`config.mk`:
```
export PLATFORM = sky130hd
export DESIGN_NAME = cond_sel_pipe
export DESIGN_NICKNAME = d
export VERILOG_FILES = /design/src/rtl/cond_sel_pkg.sv /design/src/rtl/cond_sel_core.sv /design/src/rtl/cond_sel_pipe.sv
export SDC_FILE = /design/constraint.sdc
export NUM_CORES = 1
export LEC_CHECK = 0
export ABC_AREA = 1
export CAP_MARGIN = 10
export CORE_MARGIN = 3
export CORE_UTILIZATION = 30
export CTS_CLUSTER_DIAMETER = 80
export DETAILED_ROUTE_END_ITERATION = 16
export PLACE_DENSITY = 0.63
export SYNTH_ARGS = -nofsm -noshare
export SYNTH_HDL_FRONTEND = slang
export SYNTH_SLANG_ARGS = --single-unit
```
`constraint.sdc`:
```
create_clock -name clk -period 2 [get_ports clk]
set_input_delay 0.2 -clock clk [delete_from_list [all_inputs] [get_ports clk]]
set_output_delay 0.2 -clock clk [all_outputs]
set_load 0.01 [all_outputs]
```
`src/rtl/cond_sel_pkg.sv`:
```
// cond_sel_pkg: shared constants for the conditional-select pipeline.
// Holds the mode encoding and mode width used by core and top.
package cond_sel_pkg;

    localparam int MODE_W = 2;

    localparam logic [MODE_W-1:0] MODE_PASS   = 2'd0;
    localparam logic [MODE_W-1:0] MODE_CLAMP  = 2'd1;
    localparam logic [MODE_W-1:0] MODE_THRESH = 2'd2;
    localparam logic [MODE_W-1:0] MODE_ABS    = 2'd3;

endpackage

```
`src/rtl/cond_sel_core.sv`:
```
// cond_sel_core: combinational transform (pass/clamp/thresh/abs).
// Ports: data_i, mode_i, lo_i, hi_i in; result_o, hit_o (result != data) out.
module cond_sel_core
    import cond_sel_pkg::*;
#(
    parameter int WIDTH = 4
) (
    input  logic [WIDTH-1:0]  data_i,
    input  logic [MODE_W-1:0] mode_i,
    input  logic [WIDTH-1:0]  lo_i,
    input  logic [WIDTH-1:0]  hi_i,
    output logic [WIDTH-1:0]  result_o,
    output logic              hit_o
);

    localparam logic [WIDTH-1:0] MOST_NEG = {1'b1, {(WIDTH-1){1'b0}}};
    localparam logic [WIDTH-1:0] MOST_POS = {1'b0, {(WIDTH-1){1'b1}}};

    always_comb begin
        result_o = data_i;
        unique case (mode_i)
            MODE_PASS: result_o = data_i;
            MODE_CLAMP: begin
                // lo is tested first so lo > hi still has a defined result
                if (data_i < lo_i) begin
                    result_o = lo_i;
                end else if (data_i > hi_i) begin
                    result_o = hi_i;
                end
            end
            MODE_THRESH: begin
                if (data_i < lo_i) begin
                    result_o = '0;
                end
            end
            MODE_ABS: begin
                // negating the most negative value would wrap onto itself
                if (data_i == MOST_NEG) begin
                    result_o = MOST_POS;
                end else if (data_i[WIDTH-1]) begin
                    result_o = -data_i;
                end
            end
        endcase
        hit_o = (result_o != data_i);
    end

endmodule

```
`src/rtl/cond_sel_pipe.sv`:
```
// cond_sel_pipe: 2-stage valid/ready pipeline around cond_sel_core.
// Ports: in_* sample + handshake, out_* result + handshake, cnt_clr/hit_cnt.
module cond_sel_pipe
    import cond_sel_pkg::*;
#(
    parameter int WIDTH = 4,
    parameter int CNT_W = 8
) (
    input  logic              clk,
    input  logic              rst,
    input  logic [WIDTH-1:0]  in_data,
    input  logic [MODE_W-1:0] in_mode,
    input  logic [WIDTH-1:0]  in_lo,
    input  logic [WIDTH-1:0]  in_hi,
    input  logic              in_valid,
    output logic              in_ready,
    output logic [WIDTH-1:0]  out_data,
    output logic              out_hit,
    output logic              out_valid,
    input  logic              out_ready,
    input  logic              cnt_clr,
    output logic [CNT_W-1:0]  hit_cnt
);

    localparam logic [CNT_W-1:0] CNT_MAX = '1;

    logic              s1_valid_q;
    logic [WIDTH-1:0]  s1_data_q;
    logic [MODE_W-1:0] s1_mode_q;
    logic [WIDTH-1:0]  s1_lo_q;
    logic [WIDTH-1:0]  s1_hi_q;

    logic              s2_valid_q;
    logic [WIDTH-1:0]  s2_data_q;
    logic              s2_hit_q;

    logic [CNT_W-1:0]  cnt_q;
    logic [CNT_W-1:0]  cnt_d;

    logic [WIDTH-1:0]  core_result;
    logic              core_hit;
    logic              s2_adv;
    logic              s1_adv;
    logic              out_xfer;

    assign s2_adv   = !s2_valid_q || out_ready;
    assign s1_adv   = !s1_valid_q || s2_adv;
    assign in_ready = s1_adv;
    assign out_xfer = s2_valid_q && out_ready;

    cond_sel_core #(
        .WIDTH (WIDTH)
    ) u_core (
        .data_i   (s1_data_q),
        .mode_i   (s1_mode_q),
        .lo_i     (s1_lo_q),
        .hi_i     (s1_hi_q),
        .result_o (core_result),
        .hit_o    (core_hit)
    );

    always_ff @(posedge clk) begin
        if (rst) begin
            s1_valid_q <= 1'b0;
            s1_data_q  <= '0;
            s1_mode_q  <= MODE_PASS;
            s1_lo_q    <= '0;
            s1_hi_q    <= '0;
        end else if (s1_adv) begin
            s1_valid_q <= in_valid;
            if (in_valid) begin
                s1_data_q <= in_data;
                s1_mode_q <= in_mode;
                s1_lo_q   <= in_lo;
                s1_hi_q   <= in_hi;
            end
        end
    end

    always_ff @(posedge clk) begin
        if (rst) begin
            s2_valid_q <= 1'b0;
            s2_data_q  <= '0;
            s2_hit_q   <= 1'b0;
        end else if (s2_adv) begin
            s2_valid_q <= s1_valid_q;
            if (s1_valid_q) begin
                s2_data_q <= core_result;
                s2_hit_q  <= core_hit;
            end
        end
    end

    // clear beats a coincident counted transfer
    always_comb begin
        cnt_d = cnt_q;
        if (cnt_clr) begin
            cnt_d = '0;
        end else if (out_xfer && s2_hit_q && cnt_q != CNT_MAX) begin
            cnt_d = cnt_q + CNT_W'(1);
        end
    end

    always_ff @(posedge clk) begin
        if (rst) begin
            cnt_q <= '0;
        end else begin
            cnt_q <= cnt_d;
        end
    end

    assign out_data  = s2_data_q;
    assign out_hit   = s2_hit_q;
    assign out_valid = s2_valid_q;
    assign hit_cnt   = cnt_q;

endmodule

```
==> metrics.md, run 1 <==
| Metric | Value |
|---|---|
| Final cycle utilization of the critical path | `93.1%` |
| Fraction of layout cells with a size suffix above 1 | `13.2%` |
| Die area | `6600 sq um` |
| Max Fclk | `537 MHz` |
| Count of final hold-check violations | `0` |
| Vias in the first global route | `1648` |
| Largest family of logic cells by synthesized area | `simple AND/OR/NAND/NOR gates` |
| Top delay family on crit path | `simple AND/OR/NAND/NOR gates` |
| Initial detailed-routing violation count | `115` |
| Syn nets | `279` |
| Hpwl dp | `3330 um` |
| Syn Area/Cell | `6.77 sq um` |
| Hold Crit Class | `reg2reg` |
| Worst endpoint data arrival time | `2.02 ns` |
| Vias/cell | `4.70` |
| Synthesized area | `1700 sq um` |
| Unrepaired setup endpoints after global routing | `false` |
| Slew Limit Fails | `0` |
| Largest net degree at the start of global routing | `14` |
| Row count | `26` |
| Clk_lat worst skew | `0.27 ns` |
| Internal power | `1.04 mW` |
| # placed instances | `359` |
| DIE HEIGHT | `81.3 um` |
| Crit end category | `flop` |
| Wire per inst | `11.5 um` |
| Final hold slack | `0.486 ns` |
| GPL Wtd Cong | `0.871` |
| Post-synthesis adder-cell area fraction | `6.63%` |
| Worst-margin pin slew | `0.346 ns` |
| Status | `complete, no violations` |
| Minimum clock period | `1.86 ns` |
| Clock share of power | `32.8%` |
| XOR/XNOR Fraction of Synth Area | `0.515%` |
| Initial core utilization | `32.0%` |
| CTS tree | `done` |
| Die width | `81.3 um` |
| Num CTS Buffers | `5` |
| Vias | `1720` |
| R2R setup slack | `0.14 ns` |
| GRT Overall Usage | `13.6%` |
| Worst ir drop on vdd | `295 uV` |
| Critical path origin | `s1_data_q[3]$_SDFFE_PP0P_` |
| #FFs+latches synth | `29` |
| Initial antenna violation count | `0` |
| Clock tree buffer depth | `2` |
| Post-Layout Cell Count | `366` |
| Reg clk slew, reported paths | `0.07 ns` |
| Hold_sp | `s1_hi_q[3]$_SDFFE_PP0P_` |
| Hold Path Cell Cnt | `2` |
| Layout Nets | `324` |
| Leakage power | `1.02 nW` |
| Worst-case clock skew | `0.00825 ns` |
| Comb power frac | `25.0%` |
| Slowest CP cell | `dfxtp_1` |
| Startpoint Class | `flop` |
| Residual DRC count | `0` |
| Most frequent cells in the layout | `51 x nand2_1, 36 x inv_1, 33 x clkdlybuf4s50_1` |
| Final setup TNS | `0 ns` |
| Simple-gate portion of the synthesized area | `30.9%` |
| Post-route ant nets | `0` |
| Unique cell type count in the Yosys netlist | `29` |
| Maximum Capacitance Violations | `0` |
| Critical Path Max Stage Delay | `0.44 ns` |
| First-pass GRT wire length | `7110 um` |
| Number of diodes | `0` |
| Net Sw Power | `467 uW` |
| Buf/Inv on CP | `1` |
| Post-placement cell area | `2170 sq um` |
| CTS root buf | `clkbuf_8` |
| Worst min-delay path endpoint | `s1_hi_q[3]$_SDFFE_PP0P_` |
| Commonest non-fill, non-tap cell in the layout | `nand2_1` |
| Cells along the critical path | `ha_1 -> a21oi_4 -> nand2_4 -> o21ai_2 -> inv_2 -> nand2_2 -> nand2_1 -> nand2_1 -> nor2_1 -> nor2_1 -> a21oi_2` |
| Switching share of total power | `30.9%` |
| Port Buffers | `33` |
| Num ports | `34` |
| Final std cell area, no fill | `2270 sq um` |
| Power Density | `665 nW/um^2` |
| WS Path Type | `reg2reg` |
| Worst r2r dst | `out_hit$_SDFFE_PP0P_` |
| Clock sink count | `29` |
| Post-synthesis sequential area ratio | `34.2%` |
| Core Footprint | `5300 sq um` |
| Path depth of the worst reg2reg path | `11` |
| Fillers | `549` |
| Final wirelength | `4200 um` |
| Worst-path maximum fanout | `10` |
| Synthesis-to-finish area growth | `33.5%` |
| Worst slew margin | `76.8%` |
| Sequential power share | `42.2%` |
| Post-synthesis compound-gate area fraction | `18.3%` |
| Post-route setup slack | `0.137 ns` |
| Data required, critical path | `2.16 ns` |
| Multiplexer share of the synthesized area | `0%` |
| Dpl ws | `0.112 ns` |
| GRT overflow | `0` |
| Worst reg2reg path startpoint | `s1_data_q[3]$_SDFFE_PP0P_` |
| Synth warn | `0` |
| DRT Pass-1 Iters | `4` |
| # setup viols final | `0` |
| Mapped Cells | `251` |
| Max H-tree Level | `2` |
## cell usage after synthesis
cell type	number	share of area, %
nand4_1	2	0.74
o21ai_1	1	0.29
inv_2	4	0.88
a21boi_1	1	0.44
nand3_2	2	1.2
nor3_1	4	1.2
nor2_2	2	0.74
a21oi_1	20	5.9
clkbuf_1	3	0.66
dfxtp_1	29	34
ha_1	9	6.6
nor2_1	20	4.4
o21ai_0	22	6.5
xor2_1	1	0.52
nor3b_1	1	0.44
nand3b_1	1	0.44
a21oi_2	1	0.52
a31oi_1	2	0.74
o21ai_2	1	0.52
o21bai_1	1	0.44
o211ai_2	1	0.74
inv_1	36	8.0
o211ai_1	3	1.3
nand2_2	5	1.8
nor4_2	1	0.74
nand2_4	1	0.66
a21oi_4	1	0.96
nand3_1	23	6.8
nand2_1	53	12
## flip-flops by register name, indices dropped and copies added, names as in the netlist
| register | flops |
|---|---|
| s1_valid_q | 1 |
| s1_lo_q | 4 |
| out_data | 4 |
| s1_hi_q | 4 |
| s1_mode_q | 2 |
| out_hit | 1 |
| hit_cnt | 8 |
| s1_data_q | 4 |
| out_valid | 1 |
## layout make-up
| type | count | area [sq um] | area share (%) |
|---|---|---|---|
| clock buffers | 6 | 82.6 | 3.64 |
| clock inverters | 1 | 7.51 | 0.331 |
| inverters | 40 | 150 | 6.62 |
| multi-input cells | 179 | 967 | 42.6 |
| flip-flops and latches | 29 | 583 | 25.7 |
| well taps | 70 | 87.6 | 3.86 |
| repair buffers | 41 | 390 | 17.2 |
## power groups by stage
| stage | Clock (mW) | Sequential, mW | Combinational (mW) |
|---|---|---|---|
| after CTS | 0.512 | 0.636 | 0.370 |
| after floorplan | 0 | 0.649 | 0.237 |
| after global placement | 0 | 0.648 | 0.364 |
| final | 0.495 | 0.637 | 0.376 |
| after global routing | 0.530 | 0.641 | 0.426 |
| after detailed placement | 0 | 0.649 | 0.369 |
## worst max path at each step
stage / endpoint / slack, ns / depth (start not counted)
2_1_floorplan: out_hit$_SDFFE_PP0P_ / 0.31 / 15
3_3_place_gp: out_hit$_SDFFE_PP0P_ / 0.16 / 16
3_5_place_dp: out_hit$_SDFFE_PP0P_ / 0.11 / 16
4_1_cts: out_hit$_SDFFE_PP0P_ / 0.08 / 16
5_1_grt: out_hit$_SDFFE_PP0P_ / 0.005 / 15
6_report: out_hit$_SDFFE_PP0P_ / 0.14 / 11
## kinds of logic (layout without fill, tap and decap cells)
logic type	count (synthesis)	after routing
AO/OA/AOI/OAI	54	54
XOR/XNOR	1	1
adder cells (fa/ha/maj)	9	9
buffers and inverters	43	88
flip-flops	29	29
AND/OR/NAND/NOR	115	115
## worst register-to-register path, cell delays in order, from the launching register on
cell and delay, ns:
dfxtp_1 0.44, ha_1 0.31, a21oi_4 0.23, nand2_4 0.13, o21ai_2 0.14, inv_2 0.04
nand2_2 0.06, nand2_1 0.05, nand2_1 0.09, nor2_1 0.06, nor2_1 0.14, a21oi_2 0.07
## routing by layer
layer / vias to the layer above / routed length [um] / GRT usage, %
met1: 762 / 2120 / 18.0
li1: 909 / - / -
met4: 0 / 55 / 4.22
met2: 43 / 1870 / 22.1
met3: 6 / 157 / 2.99
met5: - / 0 / 0
## what timing repair did
item	4_1_cts	5_1_grt
gates resized for setup	0	5
endpoints found under the setup margin	0	3
setup buffers	0	0
hold buffers	0	0
## through the flow
step | power, mW | util (%)
after floorplan | 0.887 | -
after global placement | 1.01 | 40.8
after detailed placement | 1.02 | 40.8
after CTS | 1.52 | 42.5
after global routing | 1.60 | 42.8
final | 1.51 | 42.8
No activity file was read; power rests on OpenSTA's default activity.
==> run 2, diff against run 1 <==
Settings changed: ABC_CLOCK_PERIOD_IN_PS set to 2000.
==> results of run 2 <==
Same layout as run 1: the final DEF is identical, and so are final timing and power.
